$ cat config.mk
export PLATFORM = sky130hd
export DESIGN_NAME = pe_feed_sequencer
export DESIGN_NICKNAME = d
export VERILOG_FILES = /design/src/rtl/pe_pkg.sv /design/src/rtl/pe_inflight_counter.sv /design/src/rtl/pe_feed_sequencer.sv
export SDC_FILE = /design/constraint.sdc
export NUM_CORES = 1
export LEC_CHECK = 0
export BUFFER_PORTS_ARGS = -buffer_cell sky130_fd_sc_hd__clkbuf_2
export CORE_MARGIN = 2
export CORE_UTILIZATION = 51
export CTS_BUF_LIST = sky130_fd_sc_hd__clkbuf_2 sky130_fd_sc_hd__clkbuf_4 sky130_fd_sc_hd__clkbuf_8
export DETAILED_ROUTE_END_ITERATION = 8
export PLACE_DENSITY_LB_ADDON = 0.05
export SLEW_MARGIN = 5
export SYNTH_ARGS = -nofsm -noshare
export SYNTH_HDL_FRONTEND = slang
export SYNTH_SLANG_ARGS = --single-unit
export TNS_END_PERCENT = 30
$ cat constraint.sdc
create_clock -name clock -period 3.1 [get_ports clock]
set_clock_uncertainty 0.1 [all_clocks]
set_input_delay 0.31 -clock clock [delete_from_list [all_inputs] [get_ports clock]]
set_output_delay 0.31 -clock clock [all_outputs]
set_load 0.02 [all_outputs]
$ cat src/rtl/pe_pkg.sv
// Shared types and widths for the PE feed path: operand/accumulator widths,
// dataflow encoding, per-beat control bundle and sequencer states.
package pe_pkg;

    localparam int A_W     = 8;
    localparam int ACC_W   = 20;
    localparam int ID_W    = 3;
    localparam int SHIFT_W = 5;

    typedef enum logic {
        DF_OS = 1'b0,
        DF_WS = 1'b1
    } dataflow_t;

    typedef struct packed {
        dataflow_t            dataflow;
        logic                 propagate;
        logic [SHIFT_W-1:0]   shift;
        logic [ID_W-1:0]      id;
        logic                 last;
    } pe_ctrl_t;

    typedef enum logic [1:0] {
        IDLE,
        PRELOAD,
        COMPUTE
    } seq_state_t;

endpackage

$ cat src/rtl/pe_inflight_counter.sv
// Saturating up/down counter of commands in flight; flags a decrement that
// arrives while the count is already zero.
module pe_inflight_counter #(
    parameter int MAX = 4,
    parameter int W   = $clog2(MAX + 1)
) (
    input  logic         clock,
    input  logic         reset_n,
    input  logic         inc,
    input  logic         dec,
    output logic [W-1:0] count,
    output logic         underflow
);

    localparam logic [W-1:0] MAX_CNT = W'(MAX);

    logic [W-1:0] count_q, count_d;

    always_comb begin
        // NOTE: every output of a combinational block gets a default first so no latch is inferred.
        count_d   = count_q;
        underflow = 1'b0;
        unique case ({inc, dec})
            2'b10: if (count_q != MAX_CNT) count_d = count_q + 1'b1;
            2'b01: begin
                if (count_q == '0) underflow = 1'b1;
                else               count_d   = count_q - 1'b1;
            end
            default: ;
        endcase
    end

    always_ff @(posedge clock or negedge reset_n) begin
        // NOTE: state uses non-blocking assignments so all flops update together on the edge.
        if (!reset_n) count_q <= '0;
        else          count_q <= count_d;
    end

    assign count = count_q;

endmodule

$ cat src/rtl/pe_feed_sequencer.sv
// Sequences one matmul command into a systolic PE: optional preload beat, then
// compute beats tagged with id/last and an alternating propagate flag.
module pe_feed_sequencer
    import pe_pkg::*;
#(
    parameter int LEN_W   = 8,
    parameter int MAX_OUT = 4
) (
    input  logic                          clock,
    input  logic                          reset_n,

    input  logic                          cmd_valid,
    output logic                          cmd_ready,
    input  logic                          cmd_dataflow,
    input  logic [SHIFT_W-1:0]            cmd_shift,
    input  logic [ID_W-1:0]               cmd_id,
    input  logic [LEN_W-1:0]              cmd_len,
    input  logic                          cmd_preload,
    input  logic [ACC_W-1:0]              cmd_d,

    input  logic                          data_valid,
    output logic                          data_ready,
    input  logic [A_W-1:0]                data_a,
    input  logic [ACC_W-1:0]              data_b,

    output logic                          pe_in_valid,
    output logic [A_W-1:0]                pe_in_a,
    output logic [ACC_W-1:0]              pe_in_b,
    output logic [ACC_W-1:0]              pe_in_d,
    output logic                          pe_in_control_dataflow,
    output logic                          pe_in_control_propagate,
    output logic [SHIFT_W-1:0]            pe_in_control_shift,
    output logic [ID_W-1:0]               pe_in_id,
    output logic                          pe_in_last,

    input  logic                          pe_out_valid,
    input  logic [ACC_W-1:0]              pe_out_c,
    input  logic [ID_W-1:0]               pe_out_id,
    input  logic                          pe_out_last,
    input  logic                          pe_bad_dataflow,

    output logic                          resp_valid,
    output logic [ACC_W-1:0]              resp_c,
    output logic [ID_W-1:0]               resp_id,
    output logic                          resp_last,

    output logic [$clog2(MAX_OUT+1)-1:0]  outstanding,
    input  logic                          err_clear,
    output logic [2:0]                    err_status
);

    localparam int              CNT_W   = $clog2(MAX_OUT + 1);
    localparam logic [CNT_W-1:0] MAX_CNT = CNT_W'(MAX_OUT);

    seq_state_t          state_q, state_d;
    logic                prop_q, prop_d;
    logic [LEN_W-1:0]    cnt_q, cnt_d;
    logic [LEN_W-1:0]    len_q, len_d;
    logic [ACC_W-1:0]    dval_q, dval_d;
    dataflow_t           df_q, df_d;
    logic [SHIFT_W-1:0]  shift_q, shift_d;
    logic [ID_W-1:0]     id_q, id_d;

    logic                pe_valid_q, pe_valid_d;
    logic [A_W-1:0]      pe_a_q, pe_a_d;
    logic [ACC_W-1:0]    pe_b_q, pe_b_d;
    logic [ACC_W-1:0]    pe_d_q, pe_d_d;
    pe_ctrl_t            pe_ctrl_q, pe_ctrl_d;

    logic                resp_valid_q, resp_valid_d;
    logic [ACC_W-1:0]    resp_c_q, resp_c_d;
    logic [ID_W-1:0]     resp_id_q, resp_id_d;
    logic                resp_last_q, resp_last_d;

    logic [2:0]          err_q, err_d;

    logic                accept;
    logic                inc;
    logic                zero_len;
    logic                beat_last;
    logic                underflow;

    pe_inflight_counter #(
        .MAX (MAX_OUT),
        .W   (CNT_W)
    ) u_inflight (
        .clock     (clock),
        .reset_n   (reset_n),
        .inc       (inc),
        .dec       (pe_out_valid && pe_out_last),
        .count     (outstanding),
        .underflow (underflow)
    );

    always_comb begin
        state_d    = state_q;
        prop_d     = prop_q;
        cnt_d      = cnt_q;
        len_d      = len_q;
        dval_d     = dval_q;
        df_d       = df_q;
        shift_d    = shift_q;
        id_d       = id_q;
        pe_valid_d = 1'b0;
        pe_a_d     = pe_a_q;
        pe_b_d     = pe_b_q;
        pe_d_d     = pe_d_q;
        pe_ctrl_d  = pe_ctrl_q;
        cmd_ready  = 1'b0;
        data_ready = 1'b0;
        accept     = 1'b0;
        inc        = 1'b0;
        zero_len   = 1'b0;
        beat_last  = 1'b0;

        unique case (state_q)
            IDLE: begin
                cmd_ready = (outstanding < MAX_CNT);
                accept    = cmd_valid && cmd_ready;
                if (accept) begin
                    df_d    = dataflow_t'(cmd_dataflow);
                    shift_d = cmd_shift;
                    id_d    = cmd_id;
                    len_d   = cmd_len;
                    dval_d  = cmd_d;
                    prop_d  = ~prop_q;
                    cnt_d   = '0;
                    // A zero-length command is flagged and dropped without touching the count.
                    if (cmd_len == '0) begin
                        zero_len = 1'b1;
                    end else begin
                        inc     = 1'b1;
                        state_d = cmd_preload ? PRELOAD : COMPUTE;
                    end
                end
            end
            PRELOAD: begin
                pe_valid_d = 1'b1;
                pe_a_d     = '0;
                pe_b_d     = '0;
                pe_d_d     = dval_q;
                pe_ctrl_d  = '{dataflow: df_q, propagate: prop_q, shift: shift_q,
                               id: id_q, last: 1'b0};
                state_d    = COMPUTE;
            end
            COMPUTE: begin
                data_ready = 1'b1;
                if (data_valid) begin
                    beat_last  = (cnt_q == len_q - 1'b1);
                    pe_valid_d = 1'b1;
                    pe_a_d     = data_a;
                    pe_b_d     = data_b;
                    pe_d_d     = '0;
                    pe_ctrl_d  = '{dataflow: df_q, propagate: prop_q, shift: shift_q,
                                   id: id_q, last: beat_last};
                    if (beat_last) begin
                        cnt_d   = '0;
                        state_d = IDLE;
                    end else begin
                        cnt_d   = cnt_q + 1'b1;
                    end
                end
            end
            default: state_d = IDLE;
        endcase
    end

    always_comb begin
        resp_valid_d = pe_out_valid;
        resp_c_d     = pe_out_c;
        resp_id_d    = pe_out_id;
        resp_last_d  = pe_out_last;
        // Set events are OR-ed in after the clear so they win in the same cycle.
        err_d = (err_clear ? 3'b000 : err_q) | {underflow, zero_len, pe_bad_dataflow};
    end

    always_ff @(posedge clock or negedge reset_n) begin
        if (!reset_n) begin
            state_q      <= IDLE;
            prop_q       <= 1'b0;
            cnt_q        <= '0;
            len_q        <= '0;
            dval_q       <= '0;
            df_q         <= DF_OS;
            shift_q      <= '0;
            id_q         <= '0;
            pe_valid_q   <= 1'b0;
            pe_a_q       <= '0;
            pe_b_q       <= '0;
            pe_d_q       <= '0;
            pe_ctrl_q    <= '0;
            resp_valid_q <= 1'b0;
            resp_c_q     <= '0;
            resp_id_q    <= '0;
            resp_last_q  <= 1'b0;
            err_q        <= '0;
        end else begin
            state_q      <= state_d;
            prop_q       <= prop_d;
            cnt_q        <= cnt_d;
            len_q        <= len_d;
            dval_q       <= dval_d;
            df_q         <= df_d;
            shift_q      <= shift_d;
            id_q         <= id_d;
            pe_valid_q   <= pe_valid_d;
            pe_a_q       <= pe_a_d;
            pe_b_q       <= pe_b_d;
            pe_d_q       <= pe_d_d;
            pe_ctrl_q    <= pe_ctrl_d;
            resp_valid_q <= resp_valid_d;
            resp_c_q     <= resp_c_d;
            resp_id_q    <= resp_id_d;
            resp_last_q  <= resp_last_d;
            err_q        <= err_d;
        end
    end

    assign pe_in_valid             = pe_valid_q;
    assign pe_in_a                 = pe_a_q;
    assign pe_in_b                 = pe_b_q;
    assign pe_in_d                 = pe_d_q;
    assign pe_in_control_dataflow  = pe_ctrl_q.dataflow;
    assign pe_in_control_propagate = pe_ctrl_q.propagate;
    assign pe_in_control_shift     = pe_ctrl_q.shift;
    assign pe_in_id                = pe_ctrl_q.id;
    assign pe_in_last              = pe_ctrl_q.last;

    assign resp_valid = resp_valid_q;
    assign resp_c     = resp_c_q;
    assign resp_id    = resp_id_q;
    assign resp_last  = resp_last_q;
    assign err_status = err_q;

endmodule

==> results by group, run 1 <==
Drt
  – Routed WL: 13,000 um
  – Routed len/inst: 16.3 um
  – Drc violations: 0
  – Via count: 4,144
  – Final ANT Viol Nets: 0
  – DRT iter0 DRCs: 223
  – Drt first pass iters: 4
  – Drt via density: 5.20

Global route
  – Largest net degree at the start of global routing: 80
  – First-pass GRT wire length: 21,100 um
  – Vias in the first global route: 4,158
  – Initial antenna violation count: 0
  – Overflow after GRT: 0
  – Total GRT Usage: 0.239

Place
  – Post-Place Cells: between 600 and 700
  – Pre-CTS setup slack: 0.706 ns
  – Routability congestion estimate from global placement: about 0.90
  – Dpl cell area: ~6500 um^2
  – Dpl hpwl: approximately 8100 um
  – Port Buffer Count: 189

Die
  – Die span in y: 107 um
  – Num ports: 190
  – Die Area: about 11,000 um^2
  – Core ar.: 10,300 um^2
  – Initial core utilization: 0.522
  – Row cnt: 37
  – Die X: 107 um

Clock tree
  – Inserted Clock Buffers: 17
  – Max clock buf depth: 2
  – CTS tree: built
  – Setup repair bufs after CTS: 0
  – Clock transition at path regs: 0.08 ns
  – Skew-Pair Late Insertion Delay: 0.43 ns
  – Clock Tree Root: clkbuf_8
  – Clock sink count: roughly 140
  – Htree depth: 4

Synth
  – Post-synth top area cell: dfrtp_1
  – Synthesized Nets: 486
  – Post-synthesis instance total: 381
  – Most instantiated cells after synthesis: 139 x dfrtp_1, 48 x a22o_1, 47 x mux2_2
  – Async SR Flop Fraction: 1.00
  – Area contributors post-synth: dfrtp_1 65%, mux2_2 9.9%, a22o_1 7.8%
  – Yosys reg bits: 139
  – Synth cell types: 46
  – Mapped cell area: 5370 um^2
  – EDFF count, synth: 0
  – Sequential area share after synthesis: 0.648
  – Top-area cell type share of the netlist area: 0.648
  – Syn_area_per_cell: between 10 and 15 um^2
  – Most used DFF post-synth: dfrtp_1
  – Yosys Warn Count: 0
  – Most frequent cell after synthesis: dfrtp_1

Power
  – Combinational fraction of design power: 0.394
  – Max rail drop VDD: slightly above 0.5 mV
  – Reg power frac: 0.408
  – Leak: 3.80 nW
  – Total Power: 7.30 mW
  – Power Internal: 4.52 mW
  – PwrDens: ~960 nW/um^2
  – Sw Ratio: 0.381
  – Sw Pwr: 2.78 mW
  – Clock power frac: 0.198

Cells and area
  – Layout cells sized above 1: 0.428
  – Fillers: 707
  – Finished Cell Area: 7610 um^2
  – Non-Filler Instances: between 700 and 800
  – # diodes: 0
  – Area grow syn2layout: 41.8%
  – Nets: 753

Worst setup path
  – CP arrival: 2.67 ns
  – Critical Path Start Type: flop
  – Critical path's most frequent cell: o21bai_1
  – Register-to-register setup slack: between 0.6 and 0.7 ns
  – Worst-path cell chain: inv_1 > ha_1 > o21bai_1 > a211oi_1 > o21bai_1 > nand2_1 > a21oi_2 > nand2_2 > o311ai_1
  – CP max FO: 8
  – Crit Reg-Reg Startpoint: len_q[0]
  – WP data required: 3.33 ns
  – Worst path slowest cell: dfrtp_1
  – Crit end category: flop
  – Crit path largest cell delay: 0.45 ns
  – Crit path max-delay family: compound AO/OA/AOI/OAI gates
  – R2R Path End: cnt_q[6]
  – Crit path kind: flop to flop
  – Buffers and inverters on the worst path: 1
  – FF-to-FF path depth: 9

STA
  – RSZ-0062 raised after global routing: no
  – TNS Setup: 0 ns
  – Least-Margin Pin Slew: 0.711 ns
  – Fin crit period: 2.44 ns
  – Achievable Freq: 0.409 GHz
  – Rel. slew slack: 0.526
  – PnR worst setup slack: 0.658 ns
  – Tcrit/Tclk final: 0.788
  – Final Slew Violations: 0
  – Final Setup Violations: 0
  – Final Hold Fails: 0

Min path
  – Worst min path class: input pin to flop
  – Min-delay src: cmd_d[9]
  – Sink of the worst hold path: dval_q[9]
  – Hold path cells: 2

Job
  – Max-cap violations: 0

Status
  – Status: completed
## through the flow
step	hold WS, ns	utilization
finish	0.0240	0.741
global route	0.00448	0.741
CTS	0.000527	0.738
detailed placement	0.279	0.631
global placement	0.278	0.631
floorplan	-0.0856	-
## cells by family (layout without fill, tap and decap cells)
kind of cell    Yosys count  after routing  share of synthesized area
mux                      49             49                      0.102
simple gates             50             50                     0.0497
compound gates           86             86                      0.132
flops                   139            139                      0.648
xor+xnor                 14             14                     0.0228
buf+inv                  35            315                     0.0247
fa+ha+maj                 8              8                     0.0201
## registers in the layout, indices dropped and copies added, names as in the netlist, 5 cells and up
| name | count |
|---|---|
| len_q | 8 |
| pe_in_d | 20 |
| resp_c | 20 |
| dval_q | 20 |
| pe_in_a | 8 |
| cnt_q | 8 |
| pe_in_b | 20 |
| pe_in_control_shift | 5 |
| shift_q | 5 |
## cells in the final DEF, fill, tap and decap left out, types with 3 or more instances in the layout
master         synthesis  layout
clkinvlp_4             0       5
nand2b_1               3       3
nand2_1               16      15
a22o_1                48      48
xnor2_1                7       7
ha_1                   7       7
clkbuf_8               0      18
nand3_1               10      10
a21oi_1                4       4
dlygate4sd3_1          0      73
nor2_1                 5       4
inv_1                 15      15
clkbuf_2               0     188
dfrtp_1              139     139
buf_4                  0       5
xor2_1                 7       7
o21ai_0                7       7
a211oi_1               4       4
mux2_2                47      47
o311ai_1               3       3
## power groups by stage
stage	Combinational (mW)	Clock [mW]	Sequential, mW
final	2.88	1.44	2.98
after global routing	3.12	1.56	3.08
after CTS	2.88	1.48	2.97
after detailed placement	2.79	0	2.99
after global placement	2.73	0	2.96
after floorplan	1.51	0	3.36
## area by class of cell
class | count | area (um^2) | share of cell area
Clock buffer | 19 | 255 | 0.0335
Clock inverter | 13 | 143 | 0.0187
Inverter | 15 | 56.3 | 0.00740
Multi-Input combinational cell | 207 | 1770 | 0.232
Sequential cell | 139 | 3480 | 0.457
Tap cell | 136 | 170 | 0.0224
Timing Repair Buffer | 268 | 1740 | 0.229
## layer usage
metal / GRT usage / wire length [um] / vias to the layer above
met5: 0 / 0 / -
met2: 0.393 / 6460 / 163
met1: 0.306 / 5510 / 2065
li1: - / - / 1909
met3: 0.0772 / 915 / 7
met4: 0.0696 / 73 / 0
## worst max-delay path by stage
stage                     startpoint  slack, ns  cells after the start             endpoint
after floorplan           state_q[0]       0.80                     11  u_inflight.count[2]
after global placement      len_q[0]       0.82                      9             cnt_q[6]
after detailed placement    len_q[0]       0.71                      9             cnt_q[6]
after CTS                   len_q[0]       0.67                      9             cnt_q[7]
after global routing        len_q[0]       0.41                      9           state_q[0]
final                       len_q[0]       0.66                      9             cnt_q[6]
## worst reg2reg max path, cell delays in order (launching register included)
cell and delay, ns:
dfrtp_1 0.45, inv_1 0.08, ha_1 0.33, o21bai_1 0.16, a211oi_1 0.09, o21bai_1 0.15
nand2_1 0.19, a21oi_2 0.32, nand2_2 0.17, o311ai_1 0.31
## repair_timing
action,in CTS,in global routing
hold endpoints to repair,147,3
resized for setup,0,0
hold buffers,70,3
Note: power is estimated with default switching activity, not from simulation.
==> run 2: changes to the inputs <==
==> constraint.sdc (replaced) <==
create_clock -name clock -period 2.4 [get_ports clock]
set_clock_uncertainty 0.1 [all_clocks]
set_input_delay 0.24 -clock clock [delete_from_list [all_inputs] [get_ports clock]]
set_output_delay 0.24 -clock clock [all_outputs]
set_load 0.02 [all_outputs]
==> run 2 against run 1 <==
Final area is 5.0% higher; combinational power rose by 37%; wire length is 8.5% higher; sequential cell count is the same; non-clock buffer count grew 29; global-route usage is 2.0 points higher; worst setup slack worse by 0.55 ns; critical path type is now input pin to flop; cell count increased by 3.6%; clock power up 39%.
==> results by group, run 2 (synthesis gave the netlist of run 1 again) <==
Die
  – Row cnt: 37 (unchanged)
  – Initial core utilization: 0.522 (unchanged)
  – Die Area: 11,400 um^2 (unchanged)
  – Die X: 107 um (unchanged)
  – Die span in y: 107 um (unchanged)
  – Num ports: 190 (unchanged)
  – Core ar.: 10,300 um^2 (unchanged)

Cells and area
  – Fillers: 649 (-8.2%)
  – Footprint of the multi-input gates: 1820 um^2 (+3.2%)
  – Most common cell after layout, fill and taps aside: clkbuf_2
  – Sequential cell area: 3480 um^2 (unchanged)
  – Finished Cell Area: 7990 um^2 (+5.0%)
  – Area grow syn2layout: 48.9%
  – Commonest non-fill, non-tap cells in the layout: 188 x clkbuf_2, 139 x dfrtp_1, 95 x dlygate4sd3_1
  – Layout cells sized above 1: 0.432 (+0.00374)
  – # diodes: 0 (unchanged)
  – Nets: 782 (+3.9%)

Clock tree
  – Htree depth: 4 (unchanged)
  – Max clock buf depth: 2 (unchanged)
  – Clock Tree Root: clkbuf_8
  – Inserted Clock Buffers: 17 (unchanged)
  – Skew-Pair Late Insertion Delay: 0.44 ns (about the same)
  – Clock transition at path regs: 0.07 ns (about the same)
  – Clock sink count: 139 (unchanged)
  – CTS tree: built

Min path
  – Worst min path class: input pin to async pin

STA
  – Least-Margin Pin Slew: 0.563 ns (-0.148 ns)
  – Rel. slew slack: 0.622 (+0.0960)
  – Final Setup Violations: 0 (unchanged)
  – Achievable Freq: 0.436 GHz
  – Worst hold slack: 0.201 ns (+0.177 ns)
  – Fin crit period: 2.30 ns
  – Tcrit/Tclk final: 0.957
  – Final Hold Fails: 0 (unchanged)
  – Final Slew Violations: 0 (unchanged)

Job
  – Max-cap violations: 0 (unchanged)

Global route
  – Vias in the first global route: 4,618 (+11%)
  – Largest net degree at the start of global routing: 66 (-18%)
  – Overflow after GRT: 0 (unchanged)
  – Global route hottest layer: met2
  – Grt met3 use: 0.0918 (+0.0146)
  – Initial antenna violation count: 0 (unchanged)
  – Met2 Use GR: 0.428 (+0.0350)
  – Total GRT Usage: 0.259 (+0.0200)
  – Met1 usage: 0.311 (+0.00509)
  – First-pass GRT wire length: 22,500 um (+6.7%)

Worst setup path
  – Crit Reg-Reg Startpoint: len_q[1]
  – Register-to-register setup slack: 0.11 ns (-0.55 ns)
  – FF-to-FF path depth: 10 (+1)
  – Critical Path Start Type: input pin
  – R2R Path End: state_q[1]
  – Crit path kind: input pin to flop
  – Crit end category: flop
  – WP data required: 2.67 ns (-0.66 ns)
  – CP max FO: 3 (-5)
  – CP arrival: 2.56 ns (-0.11 ns)

Drt
  – Drc violations: 0 (unchanged)
  – Routed len/inst: 17.0 um (+4.7%)
  – Final ANT Viol Nets: 0 (unchanged)
  – Via count: 4,248 (+2.5%)
  – Drt via density: 5.14 (-1.1%)
  – DRT iter0 DRCs: 298 (+34%)
  – Drt first pass iters: 5 (+1)
  – Routed WL: 14,100 um (+8.5%)

Place
  – Routability congestion estimate from global placement: 0.826 (-8.4%)
  – Dpl cell area: 6550 um^2 (+0.97%)
  – Port Buffer Count: 189 (unchanged)
  – Dpl hpwl: 8330 um (+2.3%)

Power
  – PwrDens: 1230 nW/um^2 (+28%)
  – Leak: 3.97 nW (+4.4%)
  – Max rail drop VDD: 0.772 mV (+53%)

Status
  – Status: completed
-- run 2: where the power goes --
group | switching (mW) | internal [mW]
Sequential | 0.642 | 3.23
Combinational | 2.16 | 1.79
Clock | 0.881 | 1.12
-- run 2: routing by layer --
layer / vias to the layer above / part of all wire
li1: 1968 / -
met1: 2087 / 0.41
met2: 170 / 0.50
met3: 23 / 0.077
met4: 0 / 0.015
met5: - / 0
-- run 2: layout make-up --
cell class,count,share of cell area
inverters,15,0.00704
clock buffers,21,0.0354
clock inverters,11,0.0178
repair buffers,297,0.255
flip-flops and latches,139,0.435
well taps,136,0.0213
multi-input cells,207,0.228
-- run 2: what timing repair did --
action | CTS | global route
hold buffers | 95 | 0
gates resized for setup | 0 | 12
buffers inserted | 0 | 2
endpoints found under the hold margin | 143 | 0
endpoints found under the setup margin | 0 | 11
-- run 2: worst max-delay path by stage --
stage               start                   to  slack [ns]
6_report       cmd_len[5]  u_inflight.count[2]        0.10
5_1_grt          len_q[2]             cnt_q[6]      -0.004
4_1_cts          len_q[1]             cnt_q[7]        0.05
3_5_place_dp     len_q[1]             cnt_q[5]        0.08
3_3_place_gp     len_q[1]             cnt_q[6]        0.16
2_1_floorplan  state_q[0]  u_inflight.count[2]         0.1
-- run 2: critical path, stage by stage --
cell,delay [ns]
dlygate4sd3_1,0.54
clkbuf_2,0.14
nor4_4,0.30
nand2_1,0.14
nand3_1,0.13
ha_2,0.21
inv_1,0.06
fa_1,0.37
xor2_1,0.15
nor2_1,0.13
xor2_1,0.15
-- run 2: through the flow --
step	util	instances	setup slack [ns]	power, mW	setup TNS [ns]
after floorplan	-	381	0.0984	6.28	0
after global placement	0.637	697	0.160	7.45	0
after global routing	0.778	826	-0.00410	10.4	-0.00410
after CTS	0.771	824	0.0477	9.70	0
after detailed placement	0.637	697	0.0788	7.56	0
final	0.778	826	0.104	9.81	0
==> run 3: changes to the inputs <==
--- a/config.mk
+++ b/config.mk
@@ -6,8 +6,9 @@
 export NUM_CORES = 1
 export LEC_CHECK = 0
 export BUFFER_PORTS_ARGS = -buffer_cell sky130_fd_sc_hd__clkbuf_2
+export CAP_MARGIN = 20
 export CORE_MARGIN = 2
-export CORE_UTILIZATION = 51
+export CORE_UTILIZATION = 50
 export CTS_BUF_LIST = sky130_fd_sc_hd__clkbuf_2 sky130_fd_sc_hd__clkbuf_4 sky130_fd_sc_hd__clkbuf_8
 export DETAILED_ROUTE_END_ITERATION = 8
 export PLACE_DENSITY_LB_ADDON = 0.05
==> run 3 against run 2 <==
Sequential share of layout area increased by 0.48 points; power decreased by 3.3%; register-to-register slack barely moved; core utilization is 1.5 points lower; maximum frequency grew 0.64%; die area grew 1.9%; first-iteration DRC count shrank 26%; final area down 1.1%; cell count fell by 0.24%; sequential power about the same; global-route usage decreased by 1.4 points; critical endpoint is now cnt_q[5]; highest routed layer unchanged.
==> results by group, run 3 (synthesis gave the netlist of run 1 again) <==
Status
  – Status: completed

Drt
  – Routed wl met2: 7020 um (+0.11%)
  – Drc violations: 0 (unchanged)
  – Met3 wire length: 875 um (-19%)
  – Drt first pass iters: 4 (-1)
  – Drt via density: 5.12 (-0.39%)
  – Via count: 4,221 (-0.64%)
  – Met1 WL: 5570 um (-3.4%)
  – Routed len/inst: 16.6 um (-2.7%)
  – Max Used Layer: met4
  – Routed WL: 13,700 um (-3.0%)
  – DRT iter0 DRCs: 222 (-26%)
  – Final ANT Viol Nets: 0 (unchanged)

Power
  – Power Internal: 5.90 mW (-3.8%)
  – Max rail drop VDD: 0.835 mV (+8.1%)
  – Total Power: 9.49 mW (-3.3%)
  – Sw Ratio: 0.379 (+0.00376)
  – Combinational fraction of design power: 0.412 (+0.010)
  – Sw Pwr: 3.59 mW (-2.3%)
  – PwrDens: 1200 nW/um^2 (-2.2%)
  – Clock power frac: 0.181 (-0.023)
  – Leak: 3.93 nW (-1.0%)
  – Reg power frac: 0.407 (+0.013)

Worst setup path
  – FF-to-FF path depth: 9 (-1)
  – Crit Reg-Reg Startpoint: len_q[0]
  – Crit end category: flop
  – Register-to-register setup slack: 0.12 ns (about the same)
  – R2R Path End: cnt_q[5]
  – CP max FO: 7 (+4)
  – CP arrival: 2.51 ns (-0.05 ns)
  – Critical Path Start Type: flop
  – Crit path kind: flop to flop
  – WP data required: 2.63 ns (-0.04 ns)

Min path
  – Hold path cells: 3
  – Min-delay src: cmd_valid
  – Worst min path class: input pin to flop
  – Sink of the worst hold path: err_status[1]

Die
  – Core ar.: 10,400 um^2 (+0.90%)
  – Die X: 108 um (+0.96%)
  – Row cnt: 37 (unchanged)
  – Die Area: 11,600 um^2 (+1.9%)
  – Num ports: 190 (unchanged)
  – Initial core utilization: 0.517 (-0.00466)
  – Die span in y: 108 um (+0.96%)

Cells and area
  – Commonest non-fill, non-tap cells in the layout: 188 x clkbuf_2, 139 x dfrtp_1, 95 x dlygate4sd3_1
  – Nets: 780 (-0.26%)
  – Most common cell after layout, fill and taps aside: clkbuf_2
  – Layout cells sized above 1: 0.427 (-0.00477)
  – Fillers: 680 (+4.8%)
  – Non-Filler Instances: 824 (-0.24%)
  – Area grow syn2layout: 47.3%

Place
  – Routability congestion estimate from global placement: 0.847 (+2.5%)
  – Port Buffer Count: 189 (unchanged)
  – Post-Place Cells: 696 (-0.14%)
  – Dpl hpwl: 8290 um (-0.53%)

STA
  – Final Slew Violations: 0 (unchanged)
  – Rel. slew slack: 0.517 (-0.105)
  – Tcrit/Tclk final: 0.951 (-0.00613)
  – Least-Margin Pin Slew: 0.724 ns (+0.161 ns)
  – Achievable Freq: 0.438 GHz (+0.64%)
  – Worst hold slack: 0.156 ns (-0.0445 ns)
  – Final Setup Violations: 0 (unchanged)
  – Fin crit period: 2.28 ns (-0.0147 ns)
  – Final Hold Fails: 0 (unchanged)

Clock tree
  – Clock Tree Root: clkbuf_8
  – Clock transition at path regs: 0.07 ns (about the same)
  – Htree depth: 4 (unchanged)
  – Skew-Pair Late Insertion Delay: 0.43 ns (about the same)
  – Max clock buf depth: 2 (unchanged)
  – Clock sink count: 139 (unchanged)
  – CTS tree: built
  – Inserted Clock Buffers: 17 (unchanged)

Global route
  – Vias in the first global route: 4,284 (-7.2%)
  – First-pass GRT wire length: 21,500 um (-4.5%)
  – Initial antenna violation count: 1 (+1)
  – Overflow after GRT: 0 (unchanged)
  – Largest net degree at the start of global routing: 79 (+20%)
  – Total GRT Usage: 0.245 (-0.0137)

Job
  – Max-cap violations: 0 (unchanged)
[run 3: cell count changes in the layout (fill, tap and decap cells not counted), sizes merged]
cell,change
clkinv,-4
clkbuf,+4
diode,+2
bufinv,-3
buf,-2
inv,+1
[run 3: worst max path at each step]
stage | start | to | slack [ns] | cells past startpoint
6_report | len_q[0] | cnt_q[5] | 0.12 | 9
4_1_cts | state_q[0] | u_inflight.count[2] | 0.001 | 11
5_1_grt | len_q[0] | cnt_q[5] | -0.003 | 9
2_1_floorplan | state_q[0] | u_inflight.count[2] | 0.1 | 11
3_3_place_gp | len_q[1] | state_q[1] | 0.16 | 9
3_5_place_dp | len_q[1] | cnt_q[5] | 0.05 | 9
[run 3: final cells by class]
cell class,instances,area [um^2],area share
clock buffer,25,332,0.0419
multi-input combinational,207,1810,0.229
antenna,2,5.00,0.000633
clock inverter,5,33.8,0.00427
timing repair buffer,295,2020,0.256
inverter,15,56.3,0.00712
sequential,139,3480,0.440
tap,136,170,0.0215
[run 3: worst max-delay path: stages, from the launching register on]
cell	delay, ns
dfrtp_1	0.38
buf_4	0.16
or2_1	0.27
nor4_2	0.18
xnor2_1	0.20
a2111oi_4	0.05
buf_4	0.18
a21oi_4	0.22
nand2_2	0.15
o311ai_1	0.30
[run 3: stage by stage]
step,instance area (um^2),utilization,setup WS [ns],setup TNS [ns]
after floorplan,5370,-,0.0984,0
after global placement,6540,0.630,0.163,0
after detailed placement,6540,0.630,0.0514,0
after CTS,7850,0.757,0.00133,0
after global routing,7910,0.762,-0.00348,-0.00598
final,7910,0.762,0.119,0
[run 3: metal layers]
layer / GRT usage / vias to the layer above
li1: - / 1959
met3: 0.0969 / 15
met2: 0.407 / 128
met1: 0.299 / 2119
met5: 0 / -
met4: 0.0687 / 0
[run 3: timing repair]
item	4_1_cts	5_1_grt
hold endpoints to repair	170	0
setup buffers	0	1
gates resized for setup	1	10
hold buffers	95	0
pin swaps	0	2
endpoints found under the setup margin	1	12
[run 3: power groups by stage]
stage / registers, mW / logic (mW) / clock network (mW)
after floorplan: 4.33 / 1.95 / 0
after global placement: 3.83 / 3.60 / 0
after detailed placement: 3.87 / 3.69 / 0
after CTS: 3.83 / 3.84 / 1.77
after global routing: 3.97 / 4.23 / 1.88
final: 3.86 / 3.91 / 1.72
